===== config.mk =====
export PLATFORM = sky130hd
export DESIGN_NAME = reg_ctx_ctrl_flat
export DESIGN_NICKNAME = d
export VERILOG_FILES = /design/src/rtl/reg_ctx_ctrl_pkg.sv /design/src/rtl/reg_ctx_ctrl_if.sv /design/src/rtl/reg_wb_arb.sv /design/src/rtl/reg_ctx_ctrl.sv /design/src/flat_wrapper.sv
export SDC_FILE = /design/constraint.sdc
export NUM_CORES = 1
export LEC_CHECK = 0
export ABC_AREA = 1
export CAP_MARGIN = 20
export CORE_AREA = 2 2 78 80
export DETAILED_ROUTE_END_ITERATION = 8
export DIE_AREA = 0 0 80 82
export PLACE_DENSITY = 0.83
export REMOVE_ABC_BUFFERS = 1
export SETUP_SLACK_MARGIN = 0.05
export SLEW_MARGIN = 20
export SYNTH_ARGS = -nofsm -noshare
export SYNTH_HDL_FRONTEND = slang
export SYNTH_SLANG_ARGS = --single-unit
export TNS_END_PERCENT = 1

===== constraint.sdc =====
create_clock -name clk -period 2.95 [get_ports clk]
set_input_delay 0.59 -clock clk [delete_from_list [all_inputs] [get_ports clk]]
set_output_delay 0.59 -clock clk [all_outputs]
set_load 0.02 [all_outputs]

===== src/rtl/reg_ctx_ctrl_pkg.sv =====
// Shared types for the register-context controller: bank FSM encoding and drain helpers.
package reg_ctx_ctrl_pkg;

   localparam int unsigned WORD_BITS_DEF     = 32;
   localparam int unsigned REG_ADDR_BITS_DEF = 5;
   localparam int unsigned DRAIN_CNT_BITS    = 4;

   typedef enum logic [1:0] {
      CTX_FRONT     = 2'd0,
      CTX_DRAIN_IN  = 2'd1,
      CTX_SHADOW    = 2'd2,
      CTX_DRAIN_OUT = 2'd3
   } ctxState_t;

   // A cycle counts toward the drain only when nothing is in flight anywhere near writeback.
   function automatic logic drainIdle(input logic pipeBusy, input logic aluValid,
                                      input logic ldValid, input logic dstValid);
      return !(pipeBusy | aluValid | ldValid | dstValid);
   endfunction

endpackage


===== src/rtl/reg_ctx_ctrl_if.sv =====
// Writeback-to-register-file bus: two writeback sources in, one register-file write port out.
interface reg_ctx_ctrl_if #(
   parameter int unsigned WORD_BITS     = 32,
   parameter int unsigned REG_ADDR_BITS = 5
);

   logic                     iAluWbValid;
   logic [REG_ADDR_BITS-1:0] iAluWbAddr;
   logic [WORD_BITS-1:0]     iAluWbVal;
   logic                     iLdWbValid;
   logic [REG_ADDR_BITS-1:0] iLdWbAddr;
   logic [WORD_BITS-1:0]     iLdWbVal;
   logic                     oLdWbReady;
   logic [REG_ADDR_BITS-1:0] oDstAddr;
   logic [WORD_BITS-1:0]     oDstVal;
   logic                     oDstValid;

   modport master (
      output iAluWbValid, iAluWbAddr, iAluWbVal,
      output iLdWbValid, iLdWbAddr, iLdWbVal,
      input  oLdWbReady,
      input  oDstAddr, oDstVal, oDstValid
   );

   modport slave (
      input  iAluWbValid, iAluWbAddr, iAluWbVal,
      input  iLdWbValid, iLdWbAddr, iLdWbVal,
      output oLdWbReady,
      output oDstAddr, oDstVal, oDstValid
   );

endinterface


===== src/rtl/reg_wb_arb.sv =====
// Fixed-priority write-port arbiter: ALU beats load, winner registered onto the file write port.
module reg_wb_arb #(
   parameter int unsigned WORD_BITS     = 32,
   parameter int unsigned REG_ADDR_BITS = 5
) (
   input  logic                     clk,
   input  logic                     rst,
   input  logic                     iAluValid,
   input  logic [REG_ADDR_BITS-1:0] iAluAddr,
   input  logic [WORD_BITS-1:0]     iAluVal,
   input  logic                     iLdValid,
   input  logic [REG_ADDR_BITS-1:0] iLdAddr,
   input  logic [WORD_BITS-1:0]     iLdVal,
   output logic                     oLdReady,
   output logic [REG_ADDR_BITS-1:0] oDstAddr,
   output logic [WORD_BITS-1:0]     oDstVal,
   output logic                     oDstValid
);

   logic                     selValid;
   logic [REG_ADDR_BITS-1:0] selAddr;
   logic [WORD_BITS-1:0]     selVal;

   // The ALU has no backpressure, so a colliding load simply waits a cycle.
   assign oLdReady = iLdValid & ~iAluValid;

   always_comb begin
      selValid = 1'b0;
      selAddr  = '0;
      selVal   = '0;
      if (iAluValid) begin
         selValid = 1'b1;
         selAddr  = iAluAddr;
         selVal   = iAluVal;
      end else if (iLdValid) begin
         selValid = 1'b1;
         selAddr  = iLdAddr;
         selVal   = iLdVal;
      end
   end

   always_ff @(posedge clk or posedge rst) begin
      if (rst) begin
         oDstAddr  <= '0;
         oDstVal   <= '0;
         oDstValid <= 1'b0;
      end else begin
         // r0 is hard-wired zero: the write is consumed but never reaches the file.
         oDstValid <= selValid && (selAddr != '0);
         if (selValid) begin
            oDstAddr <= selAddr;
            oDstVal  <= selVal;
         end
      end
   end

endmodule


===== src/rtl/reg_ctx_ctrl.sv =====
// Register-file context controller: write-port arbitration plus front/shadow bank switching.
// Optional status outputs (IRQ count, context error) are built when REG_CTX_STATUS_EN is defined.
module reg_ctx_ctrl
   import reg_ctx_ctrl_pkg::*;
#(
   parameter int unsigned WORD_BITS     = WORD_BITS_DEF,
   parameter int unsigned REG_ADDR_BITS = REG_ADDR_BITS_DEF,
   parameter int unsigned DRAIN_MIN     = 2
) (
   input  logic               clk,
   input  logic               rst,
   reg_ctx_ctrl_if.slave      wb,
   input  logic               iPipeBusy,
   input  logic               iIrqReq,
   input  logic               iEret,
   output logic               oShadowSwitch,
   output logic               oStall,
   output logic               oIrqAck,
   output logic               oEretAck
`ifdef REG_CTX_STATUS_EN
   ,
   output logic [7:0]         oIrqCount,
   output logic [0:0]         oCtxErr
`endif
);

   localparam logic [DRAIN_CNT_BITS-1:0] DRAIN_LAST = DRAIN_CNT_BITS'(DRAIN_MIN - 1);

   ctxState_t                 state;
   logic [DRAIN_CNT_BITS-1:0] drainCnt;
   logic                      idle;
   logic                      draining;
   logic                      drainDone;

   reg_wb_arb #(
      .WORD_BITS     (WORD_BITS),
      .REG_ADDR_BITS (REG_ADDR_BITS)
   ) uArb (
      .clk       (clk),
      .rst       (rst),
      .iAluValid (wb.iAluWbValid),
      .iAluAddr  (wb.iAluWbAddr),
      .iAluVal   (wb.iAluWbVal),
      .iLdValid  (wb.iLdWbValid),
      .iLdAddr   (wb.iLdWbAddr),
      .iLdVal    (wb.iLdWbVal),
      .oLdReady  (wb.oLdWbReady),
      .oDstAddr  (wb.oDstAddr),
      .oDstVal   (wb.oDstVal),
      .oDstValid (wb.oDstValid)
   );

   assign idle      = drainIdle(iPipeBusy, wb.iAluWbValid, wb.iLdWbValid, wb.oDstValid);
   assign draining  = (state == CTX_DRAIN_IN) || (state == CTX_DRAIN_OUT);
   // The edge that completes DRAIN_MIN idle cycles is the switch edge itself.
   assign drainDone = draining && idle && (drainCnt == DRAIN_LAST);

   always_ff @(posedge clk or posedge rst) begin
      if (rst) begin
         state         <= CTX_FRONT;
         drainCnt      <= '0;
         oShadowSwitch <= 1'b0;
         oStall        <= 1'b0;
         oIrqAck       <= 1'b0;
         oEretAck      <= 1'b0;
      end else begin
         oIrqAck  <= 1'b0;
         oEretAck <= 1'b0;
         unique case (state)
            CTX_FRONT: begin
               if (iIrqReq) begin
                  state    <= CTX_DRAIN_IN;
                  oStall   <= 1'b1;
                  drainCnt <= '0;
               end
            end
            CTX_SHADOW: begin
               if (iEret) begin
                  state    <= CTX_DRAIN_OUT;
                  oStall   <= 1'b1;
                  drainCnt <= '0;
               end
            end
            CTX_DRAIN_IN, CTX_DRAIN_OUT: begin
               if (!idle) begin
                  drainCnt <= '0;
               end else if (drainDone) begin
                  drainCnt      <= '0;
                  oStall        <= 1'b0;
                  oShadowSwitch <= (state == CTX_DRAIN_IN);
                  if (state == CTX_DRAIN_IN) begin
                     state   <= CTX_SHADOW;
                     oIrqAck <= 1'b1;
                  end else begin
                     state    <= CTX_FRONT;
                     oEretAck <= 1'b1;
                  end
               end else begin
                  drainCnt <= drainCnt + 1'b1;
               end
            end
         endcase
      end
   end

`ifdef REG_CTX_STATUS_EN
   logic enterShadow;

   assign enterShadow = drainDone && (state == CTX_DRAIN_IN);

   always_ff @(posedge clk or posedge rst) begin
      if (rst) begin
         oIrqCount <= '0;
         oCtxErr   <= '0;
      end else begin
         if (enterShadow && (oIrqCount != 8'hFF)) begin
            oIrqCount <= oIrqCount + 8'd1;
         end
         // Sticky: a return with no context saved, or an attempted nested interrupt.
         if (((state == CTX_FRONT) && iEret) || ((state == CTX_SHADOW) && iIrqReq)) begin
            oCtxErr <= 1'b1;
         end
      end
   end
`endif

endmodule


===== src/flat_wrapper.sv =====
// flat-port wrapper written by rule: the top's interface ports become plain ports
module reg_ctx_ctrl_flat import reg_ctx_ctrl_pkg::*;
#(
   parameter int unsigned WORD_BITS     = WORD_BITS_DEF,
   parameter int unsigned REG_ADDR_BITS = REG_ADDR_BITS_DEF,
   parameter int unsigned DRAIN_MIN     = 2
)
  (clk, rst, iPipeBusy, iIrqReq, iEret, oShadowSwitch, oStall, oIrqAck, oEretAck, wb_iAluWbValid, wb_iAluWbAddr, wb_iAluWbVal, wb_iLdWbValid, wb_iLdWbAddr, wb_iLdWbVal, wb_oLdWbReady, wb_oDstAddr, wb_oDstVal, wb_oDstValid);
  reg_ctx_ctrl_if #(.WORD_BITS(WORD_BITS), .REG_ADDR_BITS(REG_ADDR_BITS)) wb_i ();
  input  logic clk;
  input  logic rst;
  input  logic iPipeBusy;
  input  logic iIrqReq;
  input  logic iEret;
  output logic oShadowSwitch;
  output logic oStall;
  output logic oIrqAck;
  output logic oEretAck;
  input wire logic [$bits(wb_i.iAluWbValid)-1:0] wb_iAluWbValid;
  input wire logic [$bits(wb_i.iAluWbAddr)-1:0] wb_iAluWbAddr;
  input wire logic [$bits(wb_i.iAluWbVal)-1:0] wb_iAluWbVal;
  input wire logic [$bits(wb_i.iLdWbValid)-1:0] wb_iLdWbValid;
  input wire logic [$bits(wb_i.iLdWbAddr)-1:0] wb_iLdWbAddr;
  input wire logic [$bits(wb_i.iLdWbVal)-1:0] wb_iLdWbVal;
  output wire logic [$bits(wb_i.oLdWbReady)-1:0] wb_oLdWbReady;
  output wire logic [$bits(wb_i.oDstAddr)-1:0] wb_oDstAddr;
  output wire logic [$bits(wb_i.oDstVal)-1:0] wb_oDstVal;
  output wire logic [$bits(wb_i.oDstValid)-1:0] wb_oDstValid;
  assign wb_i.iAluWbValid = wb_iAluWbValid;
  assign wb_i.iAluWbAddr = wb_iAluWbAddr;
  assign wb_i.iAluWbVal = wb_iAluWbVal;
  assign wb_i.iLdWbValid = wb_iLdWbValid;
  assign wb_i.iLdWbAddr = wb_iLdWbAddr;
  assign wb_i.iLdWbVal = wb_iLdWbVal;
  assign wb_oLdWbReady = wb_i.oLdWbReady;
  assign wb_oDstAddr = wb_i.oDstAddr;
  assign wb_oDstVal = wb_i.oDstVal;
  assign wb_oDstValid = wb_i.oDstValid;
  reg_ctx_ctrl #(.WORD_BITS(WORD_BITS), .REG_ADDR_BITS(REG_ADDR_BITS), .DRAIN_MIN(DRAIN_MIN)) u_core (.clk(clk), .rst(rst), .wb(wb_i), .iPipeBusy(iPipeBusy), .iIrqReq(iIrqReq), .iEret(iEret), .oShadowSwitch(oShadowSwitch), .oStall(oStall), .oIrqAck(oIrqAck), .oEretAck(oEretAck));
endmodule

======== Word level (Yosys, flattened, before mapping) ========
Cells that the tools add are included.
storage, ports and cells
  bits in registers ....................... 48
  bits of input ports ..................... 81
  output and inout port bits .............. 43
  word-level logic and storage cells ...... 65
cells by class
  $add $sub $neg .......................... 1
  eq/ne operators ......................... 8
  multiplexer cells ....................... 30
  bitwise operators ....................... 6
  reductions and logical operators ........ 11
operators with widths
  cell                 number
  $mux 32              2
  $mux 4               4
  $mux 1               14
  $pmux 4 s3           1
  $mux 2               5
  $mux 5               2
  $ne 2x2->1 const B   3
  $pmux 2 s3           1
  $reduce_bool 5->1    1
  $add 4x1->4 const B  1
  $eq 2x2->1 const B   2
  $eq 4x1->1 const B   1
  $reduce_and 4->1     1
  $logic_and 1x1->1    3
  $or 1x1->1           3
  $pmux 1 s3           1
  $reduce_and 3->1     1
  $eq 2x1->1 const B   1
  $logic_not 2->1      1
  $ne 2x1->1 const B   1
  $not 1->1            2
  $reduce_and 2->1     1
  $reduce_or 2->1      1
  $and 1x1->1          1
  2 further kinds      2

======== Logic depth before layout (Yosys ltp) ========
Gate-level depths: netlist of the first run.
  word-level depth ........................ 9
  depth in mapped cells ................... 8
  depth with buffers taken out ............ 8

======== Cells and area by module ========
From an unflattened synthesis of the first run, not the netlist that was laid out.
second synthesis, totals
  cells, all modules ...................... 254
  area total of the unflattened synthesis .. 2263.4 µm²
by module, submodules not included
  module        times used  cells an instance  area an instance (µm²)  sequential area each (µm²)
  reg_wb_arb    1           187                1705.4                  950.9
  reg_ctx_ctrl  1           67                 558.0                   250.2

======== Worst setup path after synthesis of the first run ========
OpenSTA, ideal clock, no wires.
  kind .................................... in2out
  start ................................... in wb_iLdWbValid
  end ..................................... out wb_oLdWbReady
  arrival ................................. 986 ps
  required time ........................... 2360 ps
  slack ................................... 1374 ps
  stages .................................. 4
  path through ............................ inv_1 nor2_2 buf_6 buf_6
on the way
  word-level cells in the longest chain between the ends .. 1
RTL lines
  element             line                source
  start: declaration  flat_wrapper.sv:22  input wire logic [$bits(wb_i.iLdWbValid)-1:0] wb_iLdWbValid;
  $and 1x1->1         reg_wb_arb.sv:25    assign oLdReady = iLdValid & ~iAluValid;
  end: declaration    flat_wrapper.sv:25  output wire logic [$bits(wb_i.oLdWbReady)-1:0] wb_oLdWbReady;
Every way passes these cells.

======== Final worst setup path of the first run ========
Same ends and word-level chain as after synthesis.

==> impl_metrics.tcl, run 1 <==
set metrics [dict create \
    maxCapViolCount 0 \
    finClkSkew_ns 0.00739 \
    n_fill_cell 517 \
    grt_overflow 0 \
    gp_congestion 0.816 \
    grt_pass1_wl_mm 10.1 \
    yosysWarnings 0 \
    worst_ep_required_time_ns 2.36 \
    synthSimpleGateAreaFrac_pct 30.4 \
    area_delta_synth_final_pct 59.6 \
    nets 482 \
    worstPathArrival_ns 1.93 \
    wire_per_inst_um 13.1 \
    drive_above_1_share_pct 6.31 \
    wl_mm 6.17 \
    die_w_um 80 \
    r2r-start "u_core.state[0]" \
    final_cell_mix "123 x clkdlybuf4s50_1, 119 x nand2_1, 48 x dfrtp_1" \
    vias 2246 \
    p_total_uw 1860 \
    clk_pin_slew_worst_paths_ns 0.08 \
    die-height_um 82 \
    finalSetupViolCount 0 \
    fin_setup_tns_ns 0 \
    synth_xor_area_share_pct 0.378 \
    cts_buffers 5 \
    io_pins 124 \
    outcome "completed" \
    antenna_found_initial 0 \
    first_pass_iters 4 \
    ctsLongestPathBuffers 2 \
    syn-instance-count 271 \
    syn_area_per_cell_um2 8.54 \
    port_buffers 123 \
    synth_top_family_by_area "simple AND/OR/NAND/NOR gates" \
    slew-limit-headroom_pct 60.5 \
    cts_sinks 48 \
    htree_num_levels 2 \
    antennaDiodeCount 0 \
    synth.cell_area_um2 2310 \
    ys_seq_area_share_pct 51.9 \
    p_per_area_nw_per_um2 505 \
    hold_buffers 0 \
    hold_depth 2 \
    whs_endpoint "u_core.uArb.oDstVal[19]" \
    fin_ws_ns 0.433 \
    synth-compound-area-share_pct 6.27 \
    worstReg2RegEnd "u_core.state[1]" \
    ys_ff_latch 48 \
    grt_max_degree 49 \
    timing.hold.ws_ns 0.488 \
    muxShareOfSynthArea_pct 0 \
    r2r_slack_ns 1.44 \
    cp_max_fo 2 \
    leakagePower_uw 0.00169 \
    cts.repair.resized 0 \
    slew_violations 0 \
    finalHoldViolCount 0 \
    place_area_um2 3570 \
    max_freq_mhz 397 \
    reg2reg_depth 8 \
    cp-start-kind "primary input" \
    post-route-period-util_pct 85.3 \
    crit_type "in -> out" \
    drc 0 \
    hpwl_mm 4.74 \
    ir_drop_mv 0.276 \
    core_um2 5750 \
    layout_commonest_cell "clkdlybuf4s50_1" \
    finalInstanceArea_um2 3690 \
    ys_types 22 \
    grtUsageTotal_pct 19.8 \
    min_period_ns 2.52 \
    dp_slack_ns 0.435 \
    rows 28 \
    grt_pass1_vias 2264 \
    clk_latency_ns 0.30 \
    synth-adder-area-share_pct 3.24 \
    drt_first_iter_violations 119 \
    dieArea_um2 6560 \
    start_util_pct 40.3 \
    cts_tree "yes" \
    viasPerCell 4.77 \
    crit_path_end_kind "primary output" \
    min_from "u_core.uArb.oDstVal[19]" \
    worst_pin_slew_ns 0.593 \
    hp-class "reg -> reg" \
    rsz0062_at_grt "no" \
    cts_root_buf "clkbuf_8" \
    ant_nets 0 \
    postCtsSetupBuffers 0 \
]
## layout make-up
class | count | area (um^2) | area share [%]
Clock inverter | 1 | 30.0 | 0.813
Inverter | 17 | 63.8 | 1.73
Tap cell | 75 | 93.8 | 2.54
Sequential cell | 48 | 1200 | 32.5
Multi-Input combinational cell | 194 | 932 | 25.2
Clock buffer | 7 | 96.3 | 2.61
Timing Repair Buffer | 129 | 1280 | 34.6
## power breakdown
part	internal [uW]	switching, uW	leakage (uW)	total (uW)
Combinational	278	308	0.00104	586
Sequential	722	44.4	0.000588	766
Clock	299	213	0.0000645	512
Total	1300	566	0.00169	1860
## worst max path at each step
stage,to,from
CTS,wb_oLdWbReady,wb_iLdWbValid
global placement,wb_oLdWbReady,wb_iLdWbValid
global route,wb_oLdWbReady,wb_iLdWbValid
floorplan,wb_oLdWbReady,wb_iLdWbValid
finish,wb_oLdWbReady,wb_iLdWbValid
detailed placement,wb_oLdWbReady,wb_iLdWbValid
## synthesized netlist by cell type, drive strengths merged
master  count  area (um^2)
nor3        1         10.0
nand3      30          150
inv        17         63.8
nor2       13         71.3
or2         1         6.26
nand2     120          453
nand4       2         12.5
dfrtp      48         1200
o21ai       4         20.0
xor2        1         8.76
a22oi      15          118
buf        12          118
ha          6         75.1
a21boi      1         7.51
## registers in the layout, indices dropped and copies added (netlist names)
register	cells
u_core.oStall	1
u_core.oIrqAck	1
u_core.uArb.oDstValid	1
u_core.drainCnt	4
u_core.uArb.oDstVal	32
u_core.uArb.oDstAddr	5
u_core.oEretAck	1
u_core.oShadowSwitch	1
u_core.state	2
## per-stage QoR
stage,cells,utilization [%]
floorplan,259,-
global placement,463,62.1
detailed placement,463,62.1
CTS,471,64.3
global route,471,64.3
finish,471,64.3
## worst max-delay path, cell delays in order
cell and delay, ns:
clkdlybuf4s50_1 0.54, inv_1 0.08, nor2_2 0.10, clkdlybuf4s50_1 0.61
## cells by family after synthesis
kind of cell | after synthesis
buffers and inverters | 29
AO/OA/AOI/OAI | 20
AND/OR/NAND/NOR | 167
adder cells (fa/ha/maj) | 6
XOR/XNOR | 1
flip-flops | 48
## per-layer routing
layer | vias up | part of all wire (%) | track usage [%]
li1 | 1111 | - | -
met1 | 1038 | 39 | 22.9
met2 | 86 | 51 | 34.8
met3 | 11 | 8.1 | 6.15
met4 | 0 | 1.7 | 7.12
met5 | - | 0 | 0
Power figures use the tool's default switching activity.
==> run 2: changes to the inputs <==
CORE_AREA = 5 5 81 83   (was 2 2 78 80)
CTS_CLUSTER_SIZE = 10   (was not set)
DIE_AREA = 0 0 86 88   (was 0 0 80 82)
PLACE_DENSITY = 0.84   (was 0.83)
==> impl_metrics.tcl, run 2 (synthesis results as in run 1) <==
set metrics [dict create \
    antenna_found_initial 0 \
    first_pass_iters 4 \
    grt_overflow 0 \
    crit_top_cell "clkdlybuf4s50_1" \
    grt_pass1_vias 2201 \
    io_pins 124 \
    viasPerCell 4.72 \
    port_buffers 123 \
    dp_cells 463 \
    ir_drop_mv 0.215 \
    antennaDiodeCount 0 \
    cp_max_fo 2 \
    clk_pin_slew_worst_paths_ns 0.08 \
    nets 482 \
    max_stage_delay_ns 0.61 \
    die_w_um 86 \
    whs_endpoint "u_core.uArb.oDstVal[13]" \
    crit_buf_inv 3 \
    cts_sinks 48 \
    slew-limit-headroom_pct 73.2 \
    grt_use_met3_pct 6.02 \
    htree_num_levels 2 \
    post-route-period-util_pct 83.9 \
    finalSetupViolCount 0 \
    worst_pin_slew_ns 0.403 \
    fin_cells 471 \
    cts_tree "yes" \
    min_from "u_core.uArb.oDstVal[13]" \
    maxCapViolCount 0 \
    layout_commonest_cell "clkdlybuf4s50_1" \
    crit_type "in -> out" \
    r2r-start "u_core.state[0]" \
    rsz0062_at_grt "no" \
    wire_per_inst_um 13.4 \
    ctsLongestPathBuffers 2 \
    use_met1_pct 21.2 \
    worst_ep_required_time_ns 2.36 \
    clk_latency_ns 0.29 \
    drive_above_1_share_pct 5.81 \
    final_cell_mix "123 x clkdlybuf4s50_1, 119 x nand2_1, 48 x dfrtp_1" \
    finalHoldViolCount 0 \
    gp_congestion 0.876 \
    max_freq_mhz 404 \
    hold_depth 2 \
    n_fill_cell 524 \
    cts_root_buf "clkbuf_8" \
    ant_nets 0 \
    busiest_layer "met2" \
    fin_setup_tns_ns 0 \
    leakagePower_uw 0.00167 \
    cpLargestDelayFamily "buffers and inverters" \
    dieArea_um2 7570 \
    grtUsageTotal_pct 17.0 \
    drt_first_iter_violations 77 \
    crit_path_end_kind "primary output" \
    p_per_area_nw_per_um2 476 \
    start_util_pct 40.0 \
    grt_max_degree 39 \
    finalInstanceArea_um2 3660 \
    worstPathArrival_ns 1.88 \
    hpwl_mm 4.94 \
    place_area_um2 3570 \
    area_delta_synth_final_pct 58.0 \
    vias 2224 \
    core_um2 5780 \
    grt.met2_usage_pct 28.6 \
    max_flop_register "u_core.uArb.oDstVal" \
    p_total_uw 1740 \
    outcome "completed" \
    worstReg2RegEnd "u_core.state[1]" \
    cp_slowest_cell "clkdlybuf4s50_1" \
    die-height_um 88 \
    hold_buffers 0 \
    cts.repair.resized 0 \
    drc 0 \
    r2r_slack_ns 1.46 \
    slew_violations 0 \
    rows 28 \
    cts_buffers 5 \
    crit_chain "clkdlybuf4s50_1 -> inv_1 -> nor2_2 -> clkdlybuf4s50_1" \
    finClkSkew_ns 0.0104 \
    min_period_ns 2.47 \
    wl_mm 6.32 \
    grt_pass1_wl_mm 10.3 \
    cp-start-kind "primary input" \
    postCtsSetupBuffers 0 \
    largestRegisters "u_core.uArb.oDstVal: 32 flops, u_core.uArb.oDstAddr: 5 flops, u_core.drainCnt: 4 flops" \
    reg2reg_depth 8 \
    hp-class "reg -> reg" \
    largest_reg_flops 32 \
]
## run 2: power by group
group	total, uW	switching [uW]	leakage [uW]	internal [uW]
clock network	395	204	0.0000455	192
logic	580	301	0.00104	279
registers	765	42.7	0.000588	722
total	1740	548	0.00167	1190
## run 2: cell type report
type,instances,area (um^2),area share [%]
Timing Repair Buffer,129,1280,34.9
Sequential cell,48,1200,32.8
Multi-Input combinational cell,194,932,25.5
Tap cell,75,93.8,2.57
Clock buffer,8,90.1,2.46
Inverter,17,63.8,1.74
## run 2: tightest hold or removal path: stages (launching register included)
cell     delay (ns)
dfrtp_1        0.35
nand2_1        0.05
nand2_1        0.05
## run 2: metal layers
| layer | vias to the layer above | routed length (um) |
|---|---|---|
| met1 | 1024 | 2610 |
| met3 | 6 | 567 |
| met4 | 0 | 65 |
| met5 | - | 0 |
| met2 | 83 | 3080 |
| li1 | 1111 | - |
## run 2: worst max path at each step
stage	start	end	cells past startpoint	slack, ns
final	wb_iLdWbValid	wb_oLdWbReady	4	0.48
after global routing	wb_iLdWbValid	wb_oLdWbReady	4	0.41
after CTS	wb_iLdWbValid	wb_oLdWbReady	4	0.46
after detailed placement	wb_iLdWbValid	wb_oLdWbReady	4	0.48
after global placement	wb_iLdWbValid	wb_oLdWbReady	4	0.48
after floorplan	wb_iLdWbValid	wb_oLdWbReady	2	0.88
## run 2: stage by stage
stage / setup WS (ns) / utilization (%) / hold slack, ns
after floorplan: 0.884 / - / 0.496
after global placement: 0.483 / 61.7 / 0.463
after detailed placement: 0.477 / 61.7 / 0.470
after CTS: 0.464 / 63.3 / 0.488
after global routing: 0.410 / 63.3 / 0.519
final: 0.476 / 63.3 / 0.483
==> run 3: changes to the inputs <==
CORE_AREA = 5 5 88 90   (was 5 5 81 83)
DIE_AREA = 0 0 93 95   (was 0 0 86 88)
PLACE_DENSITY = 0.75   (was 0.84)
clock period = 2 ns   (was 2.95 ns; I/O delays follow)
==> impl_metrics.tcl, run 3 (synthesis results as in run 1) <==
set metrics [dict create \
    gp_congestion 0.789 \
    rows 31 \
    finalHoldViolCount 0 \
    die-height_um 95 \
    grt_max_degree 38 \
    dieArea_um2 8840 \
    ant_nets 0 \
    hpwl_mm 5.05 \
    worstReg2RegEnd "u_core.state[1]" \
    internal-power_uw 1850 \
    finalCoreUtilization_pct 53.3 \
    dp_slack_ns -0.0538 \
    start_util_pct 33.2 \
    worst_pin_slew_ns 0.483 \
    wire_per_inst_um 13.3 \
    layout_commonest_cell "clkdlybuf4s50_1" \
    die_w_um 93 \
    grt_pass1_vias 2308 \
    worstPathArrival_ns 1.38 \
    worst_ep_required_time_ns 1.60 \
    core_um2 6980 \
    viasPerCell 4.59 \
    slew_violations 0 \
    vias 2202 \
    crit_path_end_kind "primary output" \
    io_pins 124 \
    leakagePower_uw 0.00171 \
    clk_latency_ns 0.29 \
    cts_tree "yes" \
    slew-limit-headroom_pct 67.8 \
    reg2reg_depth 8 \
    max_freq_mhz 562 \
    cts_buffers 5 \
    clk_pin_slew_worst_paths_ns 0.08 \
    final_cell_mix "122 x clkdlybuf4s50_1, 119 x nand2_1, 48 x dfrtp_1" \
    port_buffers 123 \
    rsz0062_at_grt "no" \
    seqPwrFrac_pct 42.3 \
    area_delta_synth_final_pct 60.8 \
    cp-start-kind "primary input" \
    largestRegisters "u_core.uArb.oDstVal: 32 flops, u_core.uArb.oDstAddr: 5 flops, u_core.drainCnt: 4 flops" \
    power.share.clock_pct 25.4 \
    post-route-period-util_pct 89.0 \
    ir_drop_mv 0.290 \
    grt_pass1_wl_mm 10.6 \
    drc 0 \
    antenna_found_initial 0 \
    max_flop_register "u_core.uArb.oDstVal" \
    fin_cells 480 \
    grt_overflow 0 \
    finalSetupViolCount 0 \
    dp_cells 472 \
    drt_first_iter_violations 66 \
    endpoint "wb_oLdWbReady" \
    fin_ws_ns 0.219 \
    antennaDiodeCount 0 \
    hp-class "in -> async" \
    switching_share_pct 30.6 \
    cts_root_buf "clkbuf_8" \
    power_frac_comb_pct 32.3 \
    maxCapViolCount 0 \
    grtUsageTotal_pct 15.2 \
    crit_type "in -> out" \
    largest_reg_flops 32 \
    outcome "completed" \
    switchingPower_uw 817 \
    n_fill_cell 663 \
    min_period_ns 1.78 \
    finClkSkew_ns 0.00109 \
    p_per_area_nw_per_um2 717 \
    cp_max_fo 2 \
    drive_above_1_share_pct 6.53 \
    r2r-start "u_core.state[0]" \
    cts_sinks 48 \
    p_total_uw 2670 \
    crit_start "wb_iLdWbValid" \
    ctsLongestPathBuffers 2 \
    htree_num_levels 2 \
    nets 484 \
    hold_buffers 0 \
    r2r_slack_ns 0.51 \
    first_pass_iters 4 \
    wl_mm 6.41 \
]
==> run 3: what timing repair did <==
item                       4_1_cts  5_1_grt
gates resized for setup          1        0
setup endpoints to repair        1        0
setup buffers                    0        0
==> run 3: critical path: stages <==
cell and delay, ns:
clkdlybuf4s50_1 0.48, inv_1 0.07, nor2_2 0.09, dlygate4sd2_1 0.34
==> run 3: routing by layer <==
| layer | track usage [%] | vias to the layer above | part of all wire [%] |
|---|---|---|---|
| met1 | 17.7 | 1001 | 40 |
| met3 | 6.14 | 6 | 9.8 |
| met4 | 5.13 | 0 | 1.2 |
| met2 | 25.5 | 84 | 49 |
| met5 | 0 | - | 0 |
| li1 | - | 1111 | - |
==> run 3: power by group through the flow <==
stage	Clock, uW	Sequential (uW)	Combinational [uW]
6_report	679	1130	862
5_1_grt	750	1140	963
4_1_cts	698	1130	877
3_5_place_dp	0	1150	876
3_3_place_gp	0	1140	858
2_1_floorplan	0	1230	354
==> run 3: area by class of cell <==
cell class	instances	area (um^2)	area share, %
Timing Repair Buffer	131	1320	35.3
Sequential cell	48	1200	32.3
Multi-Input combinational cell	194	932	25.0
Tap cell	82	103	2.76
Clock buffer	6	72.6	1.95
Inverter	17	63.8	1.71
Clock inverter	2	35.0	0.941
==> run 3: worst min path at each step <==
stage | from | to | slack, ns | cells past startpoint
global route | rst | u_core.uArb.oDstVal[27] | 0.49 | 2
detailed placement | u_core.uArb.oDstVal[23] | u_core.uArb.oDstVal[23] | 0.46 | 2
floorplan | u_core.drainCnt[1] | u_core.drainCnt[1] | 0.50 | 2
global placement | u_core.uArb.oDstVal[27] | u_core.uArb.oDstVal[27] | 0.46 | 2
CTS | rst | u_core.uArb.oDstVal[27] | 0.47 | 2
finish | rst | u_core.uArb.oDstVal[27] | 0.45 | 2
==> run 3: metrics by stage <==
stage	instance area, um^2	hold slack [ns]	setup TNS [ns]
after floorplan	2200	0.496	0
after global placement	3620	0.462	-0.0639
after detailed placement	3620	0.465	-0.0538
after CTS	3720	0.466	0
after global routing	3720	0.490	0
final	3720	0.452	0
